==> config.mk <==
export PLATFORM = sky130hd
export DESIGN_NAME = csr_access_ctrl
export DESIGN_NICKNAME = d
export VERILOG_FILES = /design/src/rtl/csr_pkg.sv /design/src/rtl/csr_alu.sv /design/src/rtl/csr_access_ctrl.sv
export SDC_FILE = /design/constraint.sdc
export NUM_CORES = 1
export LEC_CHECK = 0
export BUFFER_PORTS_ARGS = -buffer_cell sky130_fd_sc_hd__buf_2
export CAP_MARGIN = 20
export CORE_UTILIZATION = 49
export DETAILED_ROUTE_END_ITERATION = 6
export GPL_TIMING_DRIVEN = 0
export PLACE_DENSITY = 0.81
export SYNTH_ARGS = -nofsm -noshare
export SYNTH_HDL_FRONTEND = slang
export SYNTH_HIERARCHICAL = 1
export SYNTH_SLANG_ARGS = --single-unit
==> constraint.sdc <==
create_clock -name clk -period 2.2 [get_ports clk]
set_clock_uncertainty 0.15 [all_clocks]
set_input_delay 0.11 -clock clk [delete_from_list [all_inputs] [get_ports clk]]
set_output_delay 0.11 -clock clk [all_outputs]
set_load 0.05 [all_outputs]
==> src/rtl/csr_pkg.sv <==
// Shared CSR constants: Zicsr funct3 encodings, sequencer states, trap target addresses.
// is_read_only() marks CSRs whose address top bits are 2'b11.
package csr_pkg;

    localparam int XLEN   = 32;
    localparam int CSR_AW = 12;

    localparam logic [CSR_AW-1:0] MEPC_ADDR   = 12'h341;
    localparam logic [CSR_AW-1:0] MCAUSE_ADDR = 12'h342;

    localparam logic [2:0] F3_RW  = 3'b001;
    localparam logic [2:0] F3_RS  = 3'b010;
    localparam logic [2:0] F3_RC  = 3'b011;
    localparam logic [2:0] F3_RWI = 3'b101;
    localparam logic [2:0] F3_RSI = 3'b110;
    localparam logic [2:0] F3_RCI = 3'b111;

    typedef enum logic [2:0] {
        ST_IDLE,
        ST_READ,
        ST_WRITE,
        ST_TRAP_EPC,
        ST_TRAP_CAUSE
    } state_t;

    function automatic logic is_read_only(input logic [CSR_AW-1:0] addr);
        return addr[CSR_AW-1 -: 2] == 2'b11;
    endfunction

endpackage

==> src/rtl/csr_alu.sv <==
// Combinational Zicsr decode: new CSR value, write qualification and illegal detection.
// Immediate variants share the register variants' operation; funct3[1:0] selects it.
module csr_alu
    import csr_pkg::*;
#(
    parameter int W = 32
) (
    input  logic [2:0]        funct3_i,
    input  logic [CSR_AW-1:0] addr_i,
    input  logic [W-1:0]      old_i,
    input  logic [W-1:0]      src_i,
    input  logic              src_nz_i,
    output logic [W-1:0]      new_o,
    output logic              do_write_o,
    output logic              illegal_o
);

    logic want_write;
    logic bad_f3;

    always_comb begin
        new_o      = old_i;
        want_write = 1'b0;
        bad_f3     = 1'b0;
        unique case (funct3_i[1:0])
            2'b01: begin
                new_o      = src_i;
                want_write = 1'b1;
            end
            2'b10: begin
                new_o      = old_i | src_i;
                want_write = src_nz_i;
            end
            2'b11: begin
                new_o      = old_i & ~src_i;
                want_write = src_nz_i;
            end
            default: bad_f3 = 1'b1;
        endcase
    end

    // Reading a read-only CSR is fine; only an actual write attempt faults.
    assign illegal_o  = bad_f3 | (want_write & is_read_only(addr_i));
    assign do_write_o = want_write & ~illegal_o;

endmodule

==> src/rtl/csr_access_ctrl.sv <==
// Sequences Zicsr read-modify-write and trap-entry mepc/mcause updates onto one CSR port.
// Request: 3 cycles (accept, READ, WRITE); trap: 3 cycles. Traps win in IDLE; req_ready=0 outside IDLE.
module csr_access_ctrl
    import csr_pkg::*;
#(
    parameter int                   XLEN_P      = XLEN,
    parameter logic [CSR_AW-1:0]    MEPC_A      = MEPC_ADDR,
    parameter logic [CSR_AW-1:0]    MCAUSE_A    = MCAUSE_ADDR
) (
    input  logic              clk,
    input  logic              rst,
    input  logic              req_valid,
    output logic              req_ready,
    input  logic [2:0]        req_funct3,
    input  logic [CSR_AW-1:0] req_addr,
    input  logic [XLEN_P-1:0] req_src,
    input  logic              req_src_nz,
    output logic              rsp_valid,
    output logic [XLEN_P-1:0] rsp_rdata,
    output logic              rsp_illegal,
    input  logic              trap_valid,
    output logic              trap_ready,
    input  logic [XLEN_P-1:0] trap_pc,
    input  logic [XLEN_P-1:0] trap_cause,
    output logic [CSR_AW-1:0] csr_addr,
    input  logic [XLEN_P-1:0] csr_rdata,
    output logic              csr_we,
    output logic [XLEN_P-1:0] csr_wdata
);

    state_t              state_q;
    logic [2:0]          funct3_q;
    logic [XLEN_P-1:0]   src_q;
    logic                src_nz_q;
    logic [XLEN_P-1:0]   old_q;
    logic [CSR_AW-1:0]   addr_q;
    logic [XLEN_P-1:0]   wdata_q;
    logic                we_q;
    logic                rsp_valid_q;
    logic                rsp_illegal_q;
    logic                trap_ready_q;

    logic [XLEN_P-1:0]   alu_new;
    logic                alu_do_write;
    logic                alu_illegal;

    csr_alu #(.W(XLEN_P)) u_alu (
        .funct3_i   (funct3_q),
        .addr_i     (addr_q),
        .old_i      (csr_rdata),
        .src_i      (src_q),
        .src_nz_i   (src_nz_q),
        .new_o      (alu_new),
        .do_write_o (alu_do_write),
        .illegal_o  (alu_illegal)
    );

    always_ff @(posedge clk) begin
        if (rst) begin
            state_q       <= ST_IDLE;
            funct3_q      <= '0;
            src_q         <= '0;
            src_nz_q      <= 1'b0;
            old_q         <= '0;
            addr_q        <= '0;
            wdata_q       <= '0;
            we_q          <= 1'b0;
            rsp_valid_q   <= 1'b0;
            rsp_illegal_q <= 1'b0;
            trap_ready_q  <= 1'b0;
        end else begin
            we_q          <= 1'b0;
            rsp_valid_q   <= 1'b0;
            rsp_illegal_q <= 1'b0;
            trap_ready_q  <= 1'b0;
            unique case (state_q)
                ST_IDLE: begin
                    if (trap_valid) begin
                        addr_q  <= MEPC_A;
                        wdata_q <= trap_pc;
                        we_q    <= 1'b1;
                        state_q <= ST_TRAP_EPC;
                    end else if (req_valid) begin
                        funct3_q <= req_funct3;
                        addr_q   <= req_addr;
                        src_q    <= req_src;
                        src_nz_q <= req_src_nz;
                        state_q  <= ST_READ;
                    end
                end
                // Write-cycle outputs are registered here so WRITE drives them straight from flops.
                ST_READ: begin
                    old_q         <= alu_illegal ? '0 : csr_rdata;
                    we_q          <= alu_do_write;
                    if (alu_do_write) wdata_q <= alu_new;
                    rsp_valid_q   <= 1'b1;
                    rsp_illegal_q <= alu_illegal;
                    state_q       <= ST_WRITE;
                end
                ST_WRITE: state_q <= ST_IDLE;
                ST_TRAP_EPC: begin
                    addr_q       <= MCAUSE_A;
                    wdata_q      <= trap_cause;
                    we_q         <= 1'b1;
                    trap_ready_q <= 1'b1;
                    state_q      <= ST_TRAP_CAUSE;
                end
                ST_TRAP_CAUSE: state_q <= ST_IDLE;
                default: state_q <= ST_IDLE;
            endcase
        end
    end

    // rst masks the in-flight cycle so a mid-operation reset leaves no side effects.
    assign req_ready   = (state_q == ST_IDLE) & ~trap_valid & ~rst;
    assign csr_we      = we_q & ~rst;
    assign rsp_valid   = rsp_valid_q & ~rst;
    assign trap_ready  = trap_ready_q & ~rst;
    assign rsp_illegal = rsp_illegal_q;
    assign rsp_rdata   = old_q;
    assign csr_addr    = addr_q;
    assign csr_wdata   = wdata_q;

endmodule

# Yosys cells after proc, flatten, opt, wreduce, memory -nomap -nowiden
# Index checks and enable logic that the tools add are counted.
# word_totals
ff_bits,118
input_bits,148
out_inout_bits,81
word_cells,61
# op_classes
eq_ne,9
mux,17
bitwise,15
n_reduce_logical,9
# op_table
cell,count
$pmux W32 S3,2
$mux W32,3
$and A32 B32 Y32,1
$not A32 Y32,1
$or A32 B32 Y32,1
$mux W12,2
$pmux W12 S2,1
$pmux W3 S3,1
$and A1 B1 Y1,7
$eq A2 B2 Y1 const B,3
$mux W3,2
$reduce_and A3 Y1,2
$mux W1,4
$ne A2 B2 Y1 const B,2
$not A1 Y1,4
$reduce_or A2 Y1,2
$eq A3 B1 Y1 const B,1
$eq A3 B2 Y1 const B,1
$logic_not A3 Y1,1
$ne A3 B3 Y1 const B,1
$pmux W1 S3,1
$reduce_bool A3 Y1,1
$reduce_or A3 Y1,1
$eq A2 B1 Y1 const B,1
other kinds (4),4

# Logic depth before layout (Yosys ltp)
# Gate-level depths: netlist of run 1.
# logic_depth
depth_word,9
mapped_depth,9

# By module
# Netlist of run 1, hierarchy kept.
# by_module_without_submodules
mod,instances,cells_each,area_per_inst_um2,seq_area_each_um2
csr_access_ctrl,1,483,4652.0,2382.3
csr_alu,1,147,1124.8,0.0

# Worst setup path before layout of run 1
# OpenSTA, ideal clock, no wires.
# synth_timing
kind,reg-to-output
start,register state_q[1]
end,output req_ready
arrival_ns,1.689
slack_ns,0.251
stages_incl_launch_ff,5
cell_sequence,dfxtp_1 > buf_6 > buf_4 > or4_1 > nor2_1
# synth_via
elab_chain_cells,3
# synth_rtl
element,line_no,rtl
from (decl),csr_access_ctrl.sv:31,state_t state_q;
from (signal assigned),csr_access_ctrl.sv:60,state_q <= ST_IDLE;
from (signal assigned),csr_access_ctrl.sv:82,state_q <= ST_TRAP_EPC;
from (signal assigned),csr_access_ctrl.sv:88,state_q <= ST_READ;
$logic_not A3 Y1,csr_access_ctrl.sv:115,assign req_ready = (state_q == ST_IDLE) & ~trap_valid & ~rst;
$and A1 B1 Y1 (2 in a row),csr_access_ctrl.sv:115,
to (decl),csr_access_ctrl.sv:13,"output logic req_ready,"
# Every way passes these cells.

# Worst setup path after layout of run 1
# layout_timing
start,register funct3_q[0]
end,"register old_q[26], in the netlist rsp_rdata[26]"
# layout_via
elab_chain_cells,6
elab_cells_between_ends,10
# layout_rtl
element,line_no,rtl
from (decl),csr_access_ctrl.sv:32,logic [2:0] funct3_q;
from (signal assigned),csr_access_ctrl.sv:84,funct3_q <= req_funct3;
$eq A2 B2 Y1,csr_alu.sv:25,unique case (funct3_i[1:0])
$reduce_or A2 Y1 (no source line),--,
$pmux W1 S2,csr_alu.sv:25,
$and A1 B1 Y1,csr_alu.sv:43,assign illegal_o = bad_f3 | (want_write & is_read_only(addr_i));
$or A1 B1 Y1 *,csr_alu.sv:43,
net alu_illegal,csr_access_ctrl.sv:45,logic alu_illegal;
$mux W32 *,csr_access_ctrl.sv:93,old_q <= alu_illegal ? '0 : csr_rdata;
to (signal assigned),csr_access_ctrl.sv:93,
to (decl),csr_access_ctrl.sv:35,logic [XLEN_P-1:0] old_q;
# The timed path passes the listed nets; every way through them passes the cells marked *.
# A chain may end at the register's enable or synchronous reset.

==> results of run 1 <==
-- state kept, by name, summed over array words and instances (netlist names) --
name / flops
csr_addr: 12
csr_wdata: 32
funct3_q: 2
rsp_illegal: 1
rsp_rdata: 32
rsp_valid_q: 1
src_nz_q: 1
src_q: 32
state_q: 3
trap_ready_q: 1
we_q: 1
-- worst paths after layout --
check,from,endpoint,cells after the start
worst max-delay path,funct3_q[0]$_SDFFE_PP0P_,rsp_rdata[26]$_SDFFE_PP0N_,7
worst min register to register,csr_wdata[31]$_SDFFE_PP0P_,csr_wdata[31]$_SDFFE_PP0P_,1
worst min-delay path,trap_cause[1],csr_wdata[1]$_SDFFE_PP0P_,5
worst max register to register,funct3_q[0]$_SDFFE_PP0P_,rsp_rdata[26]$_SDFFE_PP0N_,7
-- cell usage in the layout (no fill, tap or decap), drive strengths merged, types with 3 or more instances in the layout --
cell type / n
a22oi: 38
dfxtp: 118
dlygate4sd3: 135
o221a: 3
nor2b: 4
nor2: 48
o21ai: 38
a21oi: 69
clkbuf: 40
o2bb2ai: 32
inv: 34
xnor2: 32
nand2: 75
a22o: 32
buf: 264
clkinv: 5
nor3: 3
mux2i: 33
-- timing repair --
| action | CTS | global route |
|---|---|---|
| setup buffers | 0 | 2 |
| setup endpoints to repair | 0 | 61 |
| hold endpoints to repair | 112 | 0 |
| resized for setup | 0 | 7 |
| hold buffers | 135 | 0 |
-- cell type report --
type	count	area share, %
Antenna cell	2	0.05549
Buffer	53	4.189
Clock buffer	23	5.299
Clock inverter	9	1.110
Inverter	34	1.415
Multi-Input combinational cell	421	32.04
Sequential cell	118	26.19
Tap cell	143	1.984
Timing Repair Buffer	363	27.72
-- worst register-to-register path, delay by kind of cell (launching register included) --
kind / cells / cell delay (ns)
AND/OR/NAND/NOR: 1 / 0.31
buffers and inverters: 3 / 0.67
AO/OA/AOI/OAI: 3 / 0.60
flip-flops: 1 / 0.37
-- where the power goes --
| group | total, W | internal (W) | switching [W] | leakage (nW) |
|---|---|---|---|---|
| clock | 0.00275 | 0.00175 | 0.00100 | 0.283 |
| sequential | 0.00235 | 0.00226 | 0.0000902 | 0.961 |
| combinational | 0.00154 | 0.000619 | 0.000917 | 2.73 |
-- stage by stage --
stage,hold WS [ns],cells,setup TNS (ns),utilization [%],worst slack [ns]
2_1_floorplan,0.08551,626,0,-,0.2508
3_3_place_gp,0.1827,995,0,61.78,0.05577
3_5_place_dp,0.1873,995,0,61.78,0.04788
4_1_cts,0.001398,1162,0,78.68,0.008757
5_1_grt,0.06595,1165,-0.04721,78.97,-0.04721
6_report,0.01156,1166,0,78.99,0.03870
-- metal layers --
layer	routed length (um)	GRT usage, %	up-vias
met4	1177	25.38	0
met3	1758	8.877	109
met1	8321	38.86	3094
met2	10990	63.40	383
met5	0	0	-
li1	-	-	2964
==> metrics.txt, run 1 <==
# TYPE chip_impl_metric gauge
chip_impl_info{name="run_status",value="completed"} 1
chip_impl_metric{name="proportion_of_layout_cells_with_a_drive_suffix_above_1",unit="%"} 34.08
chip_impl_metric{name="power_density",unit="nW/um^2"} 735.6
chip_impl_metric{name="yosysWarningCount",unit=""} 6
chip_impl_metric{name="die-height",unit="um"} 110.3
chip_impl_metric{name="place.detailed.hpwl",unit="um"} 12600
chip_impl_info{name="category_of_the_worst_setup_path_capture_point",value="flip-flop"} 1
chip_impl_metric{name="finalPower",unit="W"} 0.006635
chip_impl_metric{name="grt_pass1_vias",unit=""} 6731
chip_impl_metric{name="report.final.hold_viol_count",unit=""} 0
chip_impl_info{name="rsz0062_at_grt",value="true"} 1
chip_impl_info{name="hold_path.class",value="in2reg"} 1
chip_impl_metric{name="mappedNetlistNets",unit=""} 774
chip_impl_info{name="crit_slowest_cell",value="sky130_fd_sc_hd__dfxtp_1"} 1
chip_impl_metric{name="critical_path.n_buffers_inverters",unit=""} 3
chip_impl_metric{name="vdd.ir_drop.worst",unit="mV"} 0.4902
chip_impl_metric{name="fp.coreArea",unit="sq um"} 11420
chip_impl_metric{name="place_congestion",unit=""} 0.7891
chip_impl_metric{name="crit_arrival",unit="ns"} 2.37
chip_impl_metric{name="power.leakage",unit="nW"} 3.976
chip_impl_metric{name="dpl_cell_area",unit="sq um"} 7054
chip_impl_metric{name="place.port_buffers",unit=""} 226
chip_impl_metric{name="starting_density_of_the_core",unit="%"} 50.31
chip_impl_metric{name="pin_count_of_the_biggest_net_entering_global_routing",unit=""} 17
chip_impl_metric{name="max_cap_viols",unit=""} 0
chip_impl_metric{name="layout.area.seq",unit="sq um"} 2362
chip_impl_metric{name="cpPeakStageDelay",unit="ns"} 0.37
chip_impl_metric{name="fin_area",unit="sq um"} 9020
chip_impl_metric{name="finalCriticalPeriod",unit="ns"} 2.161
chip_impl_info{name="worst_setup_path_start_kind",value="flip-flop"} 1
chip_impl_metric{name="route.antenna.remaining_nets",unit=""} 0
chip_impl_metric{name="setup_viol",unit=""} 0
chip_impl_info{name="ctsRootBufferMaster",value="sky130_fd_sc_hd__clkbuf_16"} 1
chip_impl_info{name="timing.critical_path.max_delay_family",value="buffers and inverters"} 1
chip_impl_metric{name="die_w",unit="um"} 110.3
chip_impl_metric{name="clock_tree.buffer_depth",unit=""} 2
chip_impl_metric{name="areaGrowthSynthToFinish",unit="%"} 57.02
chip_impl_metric{name="drt-wirelength-per-cell",unit="um"} 19.08
chip_impl_metric{name="grt_overflow_total",unit=""} 0
chip_impl_metric{name="clk_transition_reported_paths",unit="ns"} 0.06
chip_impl_metric{name="multiInputGateArea",unit="sq um"} 2890
chip_impl_metric{name="cts_sinks",unit=""} 118
chip_impl_metric{name="io_pins",unit=""} 229
chip_impl_metric{name="cp_max_fo",unit=""} 10
chip_impl_metric{name="fin_crit_sh",unit="%"} 98.24
chip_impl_metric{name="die-area",unit="sq um"} 12160
chip_impl_metric{name="htree_num_levels",unit=""} 4
chip_impl_metric{name="design.final.nets",unit=""} 1156
chip_impl_metric{name="cell_area_after_technology_mapping",unit="sq um"} 5744
chip_impl_metric{name="fmax",unit="GHz"} 0.4627
chip_impl_metric{name="antenna_violations_before_repair",unit=""} 1
chip_impl_metric{name="post_synth.cell_area_avg",unit="sq um"} 9.176
chip_impl_metric{name="fp-row-count",unit=""} 39
chip_impl_metric{name="drt_first_iter_violations",unit=""} 496
chip_impl_metric{name="required_arrival_time_at_the_worst_endpoint",unit="ns"} 2.41
chip_impl_metric{name="detail_route.vias_per_cell",unit=""} 5.617
chip_impl_metric{name="final-max-slew-violation-count",unit=""} 0
chip_impl_metric{name="max_slew_margin",unit="%"} 51.21
chip_impl_metric{name="drtPass1Iterations",unit=""} 6
chip_impl_metric{name="routed-via-count",unit=""} 6550
chip_impl_info{name="path_cells",value="buf_2, a21boi_0, o21ai_1, nor4_4, buf_4, clkbuf_4, a22o_1"} 1
chip_impl_metric{name="clock_insertion_delay_worst_skew",unit="ns"} 0.42
chip_impl_metric{name="tightestPinTransition",unit="ns"} 0.7319
chip_impl_metric{name="cts_bufs_inserted",unit=""} 17
chip_impl_metric{name="timing.reg2reg.setup_slack",unit="ns"} 0.04
chip_impl_metric{name="wirelength",unit="um"} 22250
chip_impl_metric{name="drc_viols",unit=""} 0
chip_impl_metric{name="synth_cells",unit=""} 626
chip_impl_info{name="critical_path_class",value="reg2reg"} 1
chip_impl_metric{name="grt_pass1_wl",unit="um"} 33130
chip_impl_metric{name="n_fill_cell",unit=""} 716
chip_impl_metric{name="track_usage",unit="%"} 36.51
chip_impl_info{name="tritoncts",value="done"} 1
Note: power is estimated with default switching activity, not from simulation.
==> inputs of run 2 (changes only) <==
- CORE_UTILIZATION: 49 -> 48
- CTS_CLUSTER_DIAMETER: default -> 100
- SYNTH_HIERARCHICAL: 1 -> default
==> metrics.txt, run 2 <==
# TYPE chip_impl_metric gauge
chip_impl_metric{name="report.final.hold_viol_count",unit=""} 0
chip_impl_metric{name="final-max-slew-violation-count",unit=""} 0
chip_impl_metric{name="synth_cells",unit=""} 670
chip_impl_metric{name="drt_first_iter_violations",unit=""} 552
chip_impl_metric{name="design.final.nets",unit=""} 1209
chip_impl_info{name="layout.cells.most_common",value="sky130_fd_sc_hd__buf_2"} 1
chip_impl_metric{name="tightestPinTransition",unit="ns"} 0.6350
chip_impl_info{name="synth_area_leaders",value="sky130_fd_sc_hd__dfxtp_1 45%, sky130_fd_sc_hd__a21oi_1 14%, sky130_fd_sc_hd__nand2_1 7.8%"} 1
chip_impl_metric{name="die-area",unit="sq um"} 11410
chip_impl_info{name="worst_setup_path_start_kind",value="flip-flop"} 1
chip_impl_metric{name="fp.coreArea",unit="sq um"} 10510
chip_impl_metric{name="crit_arrival",unit="ns"} 2.41
chip_impl_metric{name="cp_max_fo",unit=""} 10
chip_impl_metric{name="htree_num_levels",unit=""} 4
chip_impl_metric{name="fmax",unit="GHz"} 0.4640
chip_impl_metric{name="synth_top_area_share",unit="%"} 44.78
chip_impl_metric{name="required_arrival_time_at_the_worst_endpoint",unit="ns"} 2.45
chip_impl_metric{name="wirelength",unit="um"} 22530
chip_impl_info{name="run_status",value="completed"} 1
chip_impl_info{name="combinational_family_with_the_most_area_after_synthesis",value="compound AO/OA/AOI/OAI gates"} 1
chip_impl_metric{name="cts_bufs_inserted",unit=""} 17
chip_impl_metric{name="power_density",unit="nW/um^2"} 786.4
chip_impl_metric{name="power.leakage",unit="nW"} 3.784
chip_impl_metric{name="place_congestion",unit=""} 0.8557
chip_impl_metric{name="fin_crit_sh",unit="%"} 97.97
chip_impl_metric{name="yosysWarningCount",unit=""} 0
chip_impl_metric{name="setup_viol",unit=""} 0
chip_impl_metric{name="grt_pass1_vias",unit=""} 6974
chip_impl_info{name="crit_slowest_cell",value="sky130_fd_sc_hd__dfxtp_1"} 1
chip_impl_metric{name="cpPeakStageDelay",unit="ns"} 0.33
chip_impl_metric{name="clock_tree.buffer_depth",unit=""} 2
chip_impl_info{name="top_cell_types_by_occurrence_after_synthesis",value="143 x sky130_fd_sc_hd__a21oi_1, 118 x sky130_fd_sc_hd__dfxtp_1, 110 x sky130_fd_sc_hd__nand2_1, 81 x sky130_fd_sc_hd__nor2_1, 33 x sky130_fd_sc_hd__o21ai_0"} 1
chip_impl_metric{name="synth-seq-cells",unit=""} 118
chip_impl_info{name="worst_path_most_repeated_cell",value="sky130_fd_sc_hd__buf_2"} 1
chip_impl_metric{name="drt-wirelength-per-cell",unit="um"} 18.62
chip_impl_info{name="ctsRootBufferMaster",value="sky130_fd_sc_hd__clkbuf_8"} 1
chip_impl_metric{name="detail_route.vias_per_cell",unit=""} 5.812
chip_impl_metric{name="n_antenna_cell",unit=""} 0
chip_impl_metric{name="die-height",unit="um"} 106.8
chip_impl_info{name="rr_startpoint",value="state_q[0]$_SDFFE_PP0P_"} 1
chip_impl_metric{name="synth-edff-count",unit=""} 0
chip_impl_metric{name="finalCriticalPeriod",unit="ns"} 2.155
chip_impl_metric{name="proportion_of_layout_cells_with_a_drive_suffix_above_1",unit="%"} 28.03
chip_impl_metric{name="max_cap_viols",unit=""} 0
chip_impl_metric{name="pin_count_of_the_biggest_net_entering_global_routing",unit=""} 17
chip_impl_metric{name="synth.mux.area_fraction",unit="%"} 0.2846
chip_impl_metric{name="die_w",unit="um"} 106.8
chip_impl_metric{name="yosys.area_share.simple",unit="%"} 18.07
chip_impl_metric{name="synth_compound_area_share",unit="%"} 30.74
chip_impl_info{name="tritoncts",value="done"} 1
chip_impl_info{name="count_leader_synth",value="sky130_fd_sc_hd__a21oi_1"} 1
chip_impl_metric{name="clk_transition_reported_paths",unit="ns"} 0.06
chip_impl_metric{name="cts_sinks",unit=""} 118
chip_impl_info{name="hold_path.class",value="in2reg"} 1
chip_impl_metric{name="fp-row-count",unit=""} 37
chip_impl_metric{name="max_slew_margin",unit="%"} 57.67
chip_impl_info{name="worstHoldStart",value="req_valid"} 1
chip_impl_metric{name="finalPower",unit="W"} 0.006805
chip_impl_metric{name="drc_viols",unit=""} 0
chip_impl_metric{name="post_synth.cell_area_avg",unit="sq um"} 7.873
chip_impl_metric{name="vdd.ir_drop.worst",unit="mV"} 0.6335
chip_impl_metric{name="starting_density_of_the_core",unit="%"} 50.20
chip_impl_metric{name="utilization",unit="%"} 82.34
chip_impl_info{name="path_cells",value="buf_2, nand2b_1, nor2_1, buf_2, buf_2, o21ai_0, a32o_1"} 1
chip_impl_metric{name="post_synth_adder_cell_area",unit="%"} 0
chip_impl_metric{name="track_usage",unit="%"} 39.19
chip_impl_metric{name="mappedNetlistNets",unit=""} 818
chip_impl_metric{name="share_of_the_synthesized_netlist_area_taken_by_xor_and_xnor_gates",unit="%"} 0
chip_impl_metric{name="drtPass1Iterations",unit=""} 5
chip_impl_info{name="rsz0062_at_grt",value="false"} 1
chip_impl_metric{name="synth_seq_area_share",unit="%"} 44.78
chip_impl_info{name="category_of_the_worst_setup_path_capture_point",value="flip-flop"} 1
chip_impl_metric{name="worst_hold_slack",unit="ns"} 0.1004
chip_impl_metric{name="yosys.cell_types.count",unit=""} 31
chip_impl_metric{name="grt_pass1_wl",unit="um"} 34410
chip_impl_info{name="startpoint",value="state_q[0]$_SDFFE_PP0P_"} 1
chip_impl_metric{name="cell_area_after_technology_mapping",unit="sq um"} 5275
chip_impl_metric{name="route.antenna.remaining_nets",unit=""} 0
chip_impl_metric{name="areaGrowthSynthToFinish",unit="%"} 64.04
chip_impl_metric{name="grt_overflow_total",unit=""} 0
chip_impl_metric{name="antenna_violations_before_repair",unit=""} 0
chip_impl_info{name="postSynth.topFlopCell",value="sky130_fd_sc_hd__dfxtp_1"} 1
chip_impl_metric{name="async_reset_ff_share",unit="%"} 0
chip_impl_metric{name="routed-via-count",unit=""} 7032
chip_impl_metric{name="place.port_buffers",unit=""} 227
chip_impl_info{name="critical_path_class",value="reg2reg"} 1
chip_impl_metric{name="place.detailed.hpwl",unit="um"} 12830
chip_impl_metric{name="clock_insertion_delay_worst_skew",unit="ns"} 0.51
chip_impl_info{name="synth_top_area_cell",value="sky130_fd_sc_hd__dfxtp_1"} 1
chip_impl_metric{name="io_pins",unit=""} 229
chip_impl_info{name="most-common-layout-cells",value="248 x sky130_fd_sc_hd__buf_2, 148 x sky130_fd_sc_hd__dlygate4sd3_1, 143 x sky130_fd_sc_hd__a21oi_1"} 1
## run 2: repair_timing
| item | in CTS | in global routing |
|---|---|---|
| resized for setup | 1 | 7 |
| cloned | 0 | 0 |
| buffers inserted | 0 | 0 |
| hold buffers | 148 | 0 |
| endpoints found under the hold margin | 113 | 0 |
| endpoints found under the setup margin | 9 | 39 |
## run 2: through the flow
stage,TNS (ns),cell area (sq um),instances,setup slack (ns)
6_report,0,8653,1210,0.04465
5_1_grt,0,8653,1210,0.002454
4_1_cts,0,8652,1213,0.01772
2_1_floorplan,0,5275,670,0.3897
3_5_place_dp,-0.1123,6581,1033,-0.07506
3_3_place_gp,-0.2763,6581,1033,-0.1049
## run 2: kinds of logic (layout without fill, tap and decap cells)
group	Yosys count	after routing
AO/OA/AOI/OAI	257	257
buffers and inverters	62	466
multiplexers	1	1
AND/OR/NAND/NOR	232	232
flip-flops	118	118
## run 2: cell type report
| cell class | count | area, sq um |
|---|---|---|
| Fill cell | 635 | 1856 |
| Inverter | 2 | 7.507 |
| Clock inverter | 13 | 146.4 |
| Tap cell | 136 | 170.2 |
| Clock buffer | 19 | 441.7 |
| Multi-Input combinational cell | 490 | 2597 |
| Buffer | 57 | 310.3 |
| Sequential cell | 118 | 2362 |
| Timing Repair Buffer | 375 | 2618 |
## run 2: worst max-delay path, delay by kind of cell (launching register included)
family | cells | cell delay (ns)
buffers and inverters | 3 | 0.82
AO/OA/AOI/OAI | 2 | 0.40
flip-flops | 1 | 0.33
AND/OR/NAND/NOR | 2 | 0.33
## run 2: metal layers
metal | up-vias | routed length, um | part of all wire [%] | global-route usage, %
met3 | 113 | 2154 | 9.6 | 10.46
met4 | 0 | 1106 | 4.9 | 23.29
met5 | - | 0 | 0 | 0
met1 | 3262 | 8325 | 37 | 42.22
li1 | 3171 | - | - | -
met2 | 486 | 10950 | 49 | 68.62
## run 2: where the power goes
group | switching [W] | internal, W | total, W
sequential | 0.0000889 | 0.00229 | 0.00238
clock | 0.00108 | 0.00168 | 0.00277
combinational | 0.00106 | 0.000597 | 0.00166
total | 0.00223 | 0.00457 | 0.00681
## run 2: final timing paths
path | end | slack (ns) | cells after the start
worst max register to register | csr_wdata[26]$_SDFFE_PP0P_ | 0.04 | 7
worst min-delay path | csr_addr[2]$_SDFFE_PP0P_ | 0.10 | 4
worst max-delay path | csr_wdata[26]$_SDFFE_PP0P_ | 0.04 | 7
worst min register to register | rsp_rdata[15]$_SDFFE_PP0P_ | 0.30 | 2
==> inputs of run 3 (changes only) <==
- PLACE_DENSITY: 0.81 -> 0.87
==> metrics.txt, run 3 (same netlist as run 2, synthesis figures left out) <==
# TYPE chip_impl_metric gauge
chip_impl_info{name="run_status",value="completed"} 1
chip_impl_metric{name="drc_viols",unit=""} 0
chip_impl_metric{name="dp_slack",unit="ns"} -0.1181
chip_impl_metric{name="cts_bufs_inserted",unit=""} 17
chip_impl_info{name="worstHoldStart",value="req_valid"} 1
chip_impl_metric{name="power_density",unit="nW/um^2"} 773.3
chip_impl_metric{name="required_arrival_time_at_the_worst_endpoint",unit="ns"} 2.47
chip_impl_metric{name="grt_pass1_wl",unit="um"} 35450
chip_impl_metric{name="n_antenna_cell",unit=""} 0
chip_impl_metric{name="fmax",unit="GHz"} 0.4726
chip_impl_metric{name="crit_arrival",unit="ns"} 2.38
chip_impl_metric{name="design.final.nets",unit=""} 1210
chip_impl_info{name="critical_path_class",value="reg2reg"} 1
chip_impl_metric{name="switching_power",unit="W"} 0.002184
chip_impl_info{name="rr_startpoint",value="funct3_q[0]$_SDFFE_PP0P_"} 1
chip_impl_info{name="category_of_the_worst_setup_path_capture_point",value="flip-flop"} 1
chip_impl_metric{name="drtPass1Iterations",unit=""} 6
chip_impl_metric{name="cts_sinks",unit=""} 118
chip_impl_metric{name="place.detailed.hpwl",unit="um"} 13070
chip_impl_metric{name="fp.coreArea",unit="sq um"} 10510
chip_impl_metric{name="placed_cells",unit=""} 1033
chip_impl_metric{name="power_frac_seq",unit="%"} 35.8
chip_impl_metric{name="layout.cells.non_filler",unit=""} 1211
chip_impl_metric{name="report.final.hold_viol_count",unit=""} 0
chip_impl_info{name="rsz0062_at_grt",value="false"} 1
chip_impl_metric{name="tightestPinTransition",unit="ns"} 0.6765
chip_impl_metric{name="clock_tree.buffer_depth",unit=""} 2
chip_impl_metric{name="antenna_violations_before_repair",unit=""} 0
chip_impl_metric{name="grt_overflow_total",unit=""} 0
chip_impl_metric{name="place.port_buffers",unit=""} 227
chip_impl_metric{name="grt_pass1_vias",unit=""} 7317
chip_impl_metric{name="fin_crit_sh",unit="%"} 96.17
chip_impl_metric{name="combinationalPowerShare",unit="%"} 25.1
chip_impl_metric{name="die_w",unit="um"} 106.8
chip_impl_metric{name="max_cap_viols",unit=""} 0
chip_impl_metric{name="finalCriticalPeriod",unit="ns"} 2.116
chip_impl_metric{name="post-cts-setup-buffer-count",unit=""} 0
chip_impl_info{name="layout.cells.most_common",value="sky130_fd_sc_hd__buf_2"} 1
chip_impl_metric{name="proportion_of_layout_cells_with_a_drive_suffix_above_1",unit="%"} 27.81
chip_impl_metric{name="layout.area.seq",unit="sq um"} 2362
chip_impl_metric{name="route.antenna.remaining_nets",unit=""} 0
chip_impl_metric{name="setup_viol",unit=""} 0
chip_impl_metric{name="timing.reg2reg.setup_slack",unit="ns"} 0.08
chip_impl_metric{name="clock_insertion_delay_worst_skew",unit="ns"} 0.51
chip_impl_metric{name="die-area",unit="sq um"} 11410
chip_impl_metric{name="drt_first_iter_violations",unit=""} 689
chip_impl_metric{name="htree_num_levels",unit=""} 4
chip_impl_metric{name="track_usage",unit="%"} 40.54
chip_impl_metric{name="clk_transition_reported_paths",unit="ns"} 0.06
chip_impl_info{name="critical_path.reg2reg.endpoint",value="rsp_rdata[26]$_SDFFE_PP0P_"} 1
chip_impl_metric{name="p_sw_share",unit="%"} 32.72
chip_impl_metric{name="starting_density_of_the_core",unit="%"} 50.20
chip_impl_metric{name="p_clk_share",unit="%"} 39.1
chip_impl_metric{name="fp-row-count",unit=""} 37
chip_impl_metric{name="die-height",unit="um"} 106.8
chip_impl_metric{name="vdd.ir_drop.worst",unit="mV"} 0.7054
chip_impl_metric{name="detail_route.vias_per_cell",unit=""} 5.918
chip_impl_metric{name="n_fill_cell",unit=""} 611
chip_impl_metric{name="cp_max_fo",unit=""} 10
chip_impl_info{name="worst_setup_path_start_kind",value="flip-flop"} 1
chip_impl_metric{name="areaGrowthSynthToFinish",unit="%"} 63.59
chip_impl_metric{name="multiInputGateArea",unit="sq um"} 2596
chip_impl_metric{name="utilization",unit="%"} 82.12
chip_impl_metric{name="pin_count_of_the_biggest_net_entering_global_routing",unit=""} 17
chip_impl_metric{name="drt-wirelength-per-cell",unit="um"} 19.12
chip_impl_metric{name="rr_worst_depth",unit=""} 7
chip_impl_metric{name="worst_hold_path.num_cells",unit=""} 4
chip_impl_metric{name="wirelength",unit="um"} 23160
chip_impl_info{name="most-common-layout-cells",value="245 x sky130_fd_sc_hd__buf_2, 148 x sky130_fd_sc_hd__dlygate4sd3_1, 143 x sky130_fd_sc_hd__a21oi_1"} 1
chip_impl_metric{name="max_slew_margin",unit="%"} 54.90
chip_impl_metric{name="worst_hold_slack",unit="ns"} 0.1587
chip_impl_metric{name="power.leakage",unit="nW"} 3.785
chip_impl_metric{name="routed-via-count",unit=""} 7167
chip_impl_metric{name="final-max-slew-violation-count",unit=""} 0
chip_impl_info{name="ctsRootBufferMaster",value="sky130_fd_sc_hd__clkbuf_8"} 1
chip_impl_metric{name="place_congestion",unit=""} 0.8401
chip_impl_metric{name="setup_slack",unit="ns"} 0.08422
chip_impl_info{name="holdPathEnd",value="csr_addr[6]$_SDFFE_PP0P_"} 1
chip_impl_metric{name="power.internal",unit="W"} 0.004490
chip_impl_info{name="tritoncts",value="done"} 1
chip_impl_metric{name="io_pins",unit=""} 229
chip_impl_info{name="hold_path.class",value="in2reg"} 1
[run 3: cell count changes in the layout (fill, tap and decap cells not counted)]
cell / delta
sky130_fd_sc_hd__and3_2: -1
sky130_fd_sc_hd__and3_1: +1
sky130_fd_sc_hd__clkbuf_4: +3
sky130_fd_sc_hd__clkbuf_8: -2
sky130_fd_sc_hd__clkbuf_1: +2
sky130_fd_sc_hd__clkinvlp_4: -3
sky130_fd_sc_hd__inv_6: -4
sky130_fd_sc_hd__buf_2: -3
sky130_fd_sc_hd__clkinv_2: +6
sky130_fd_sc_hd__clkinv_4: +2
[run 3: worst max-delay path: stages (launching register included)]
cell and delay [ns]:
sky130_fd_sc_hd__dfxtp_1 0.32, sky130_fd_sc_hd__buf_2 0.20, sky130_fd_sc_hd__or2_2 0.16, sky130_fd_sc_hd__buf_2 0.25
sky130_fd_sc_hd__o21a_2 0.31, sky130_fd_sc_hd__buf_2 0.29, sky130_fd_sc_hd__a21oi_1 0.13, sky130_fd_sc_hd__a21oi_1 0.20
[run 3: worst max-delay path by stage]
stage / endpoint / cells after the start / start
global route: csr_addr[0]$_SDFFE_PP0P_ / 6 / state_q[0]$_SDFFE_PP0P_
global placement: csr_wdata[25]$_SDFFE_PP0P_ / 7 / state_q[0]$_SDFFE_PP0P_
CTS: rsp_rdata[30]$_SDFFE_PP0P_ / 6 / state_q[0]$_SDFFE_PP0P_
finish: rsp_rdata[26]$_SDFFE_PP0P_ / 7 / funct3_q[0]$_SDFFE_PP0P_
floorplan: csr_wdata[0]$_SDFFE_PP0P_ / 5 / csr_addr[10]$_SDFFE_PP0P_
detailed placement: csr_wdata[24]$_SDFFE_PP0P_ / 7 / state_q[0]$_SDFFE_PP0P_
[run 3: routing by layer]
layer / vias to the layer above / part of all wire [%] / global-route usage [%]
li1: 3175 / - / -
met3: 164 / 10 / 10.03
met1: 3239 / 35 / 43.06
met4: 0 / 6.6 / 29.35
met5: - / 0 / 0
met2: 589 / 48 / 69.82
[run 3: layout make-up]
cell class	instances	area share, %
repair buffers	375	30.33
clock buffers	18	4.843
plain buffers	58	3.726
multi-input cells	490	30.09
inverters	2	0.08699
well taps	136	1.972
flip-flops and latches	118	27.37
clock inverters	14	1.580
[run 3: metrics by stage]
step	area, sq um	total power (W)	setup TNS, ns
after global routing	8630	0.006880	0
after global placement	6581	0.003774	-0.1485
after floorplan	5275	0.003341	0
after detailed placement	6581	0.003799	-0.4121
after CTS	8618	0.006563	0
final	8630	0.006673	0
[run 3: repair_timing]
action | 4_1_cts | 5_1_grt
gates resized for setup | 1 | 9
setup endpoints to repair | 7 | 46
gates cloned | 0 | 0
hold buffers | 148 | 0
hold endpoints to repair | 113 | 0
[run 3: power groups by stage]
stage	sequential [W]	combinational, W	clock [W]
floorplan	0.00280	0.000536	0
global placement	0.00241	0.00136	0
detailed placement	0.00242	0.00138	0
CTS	0.00237	0.00159	0.00260
global route	0.00240	0.00176	0.00273
finish	0.00239	0.00167	0.00261
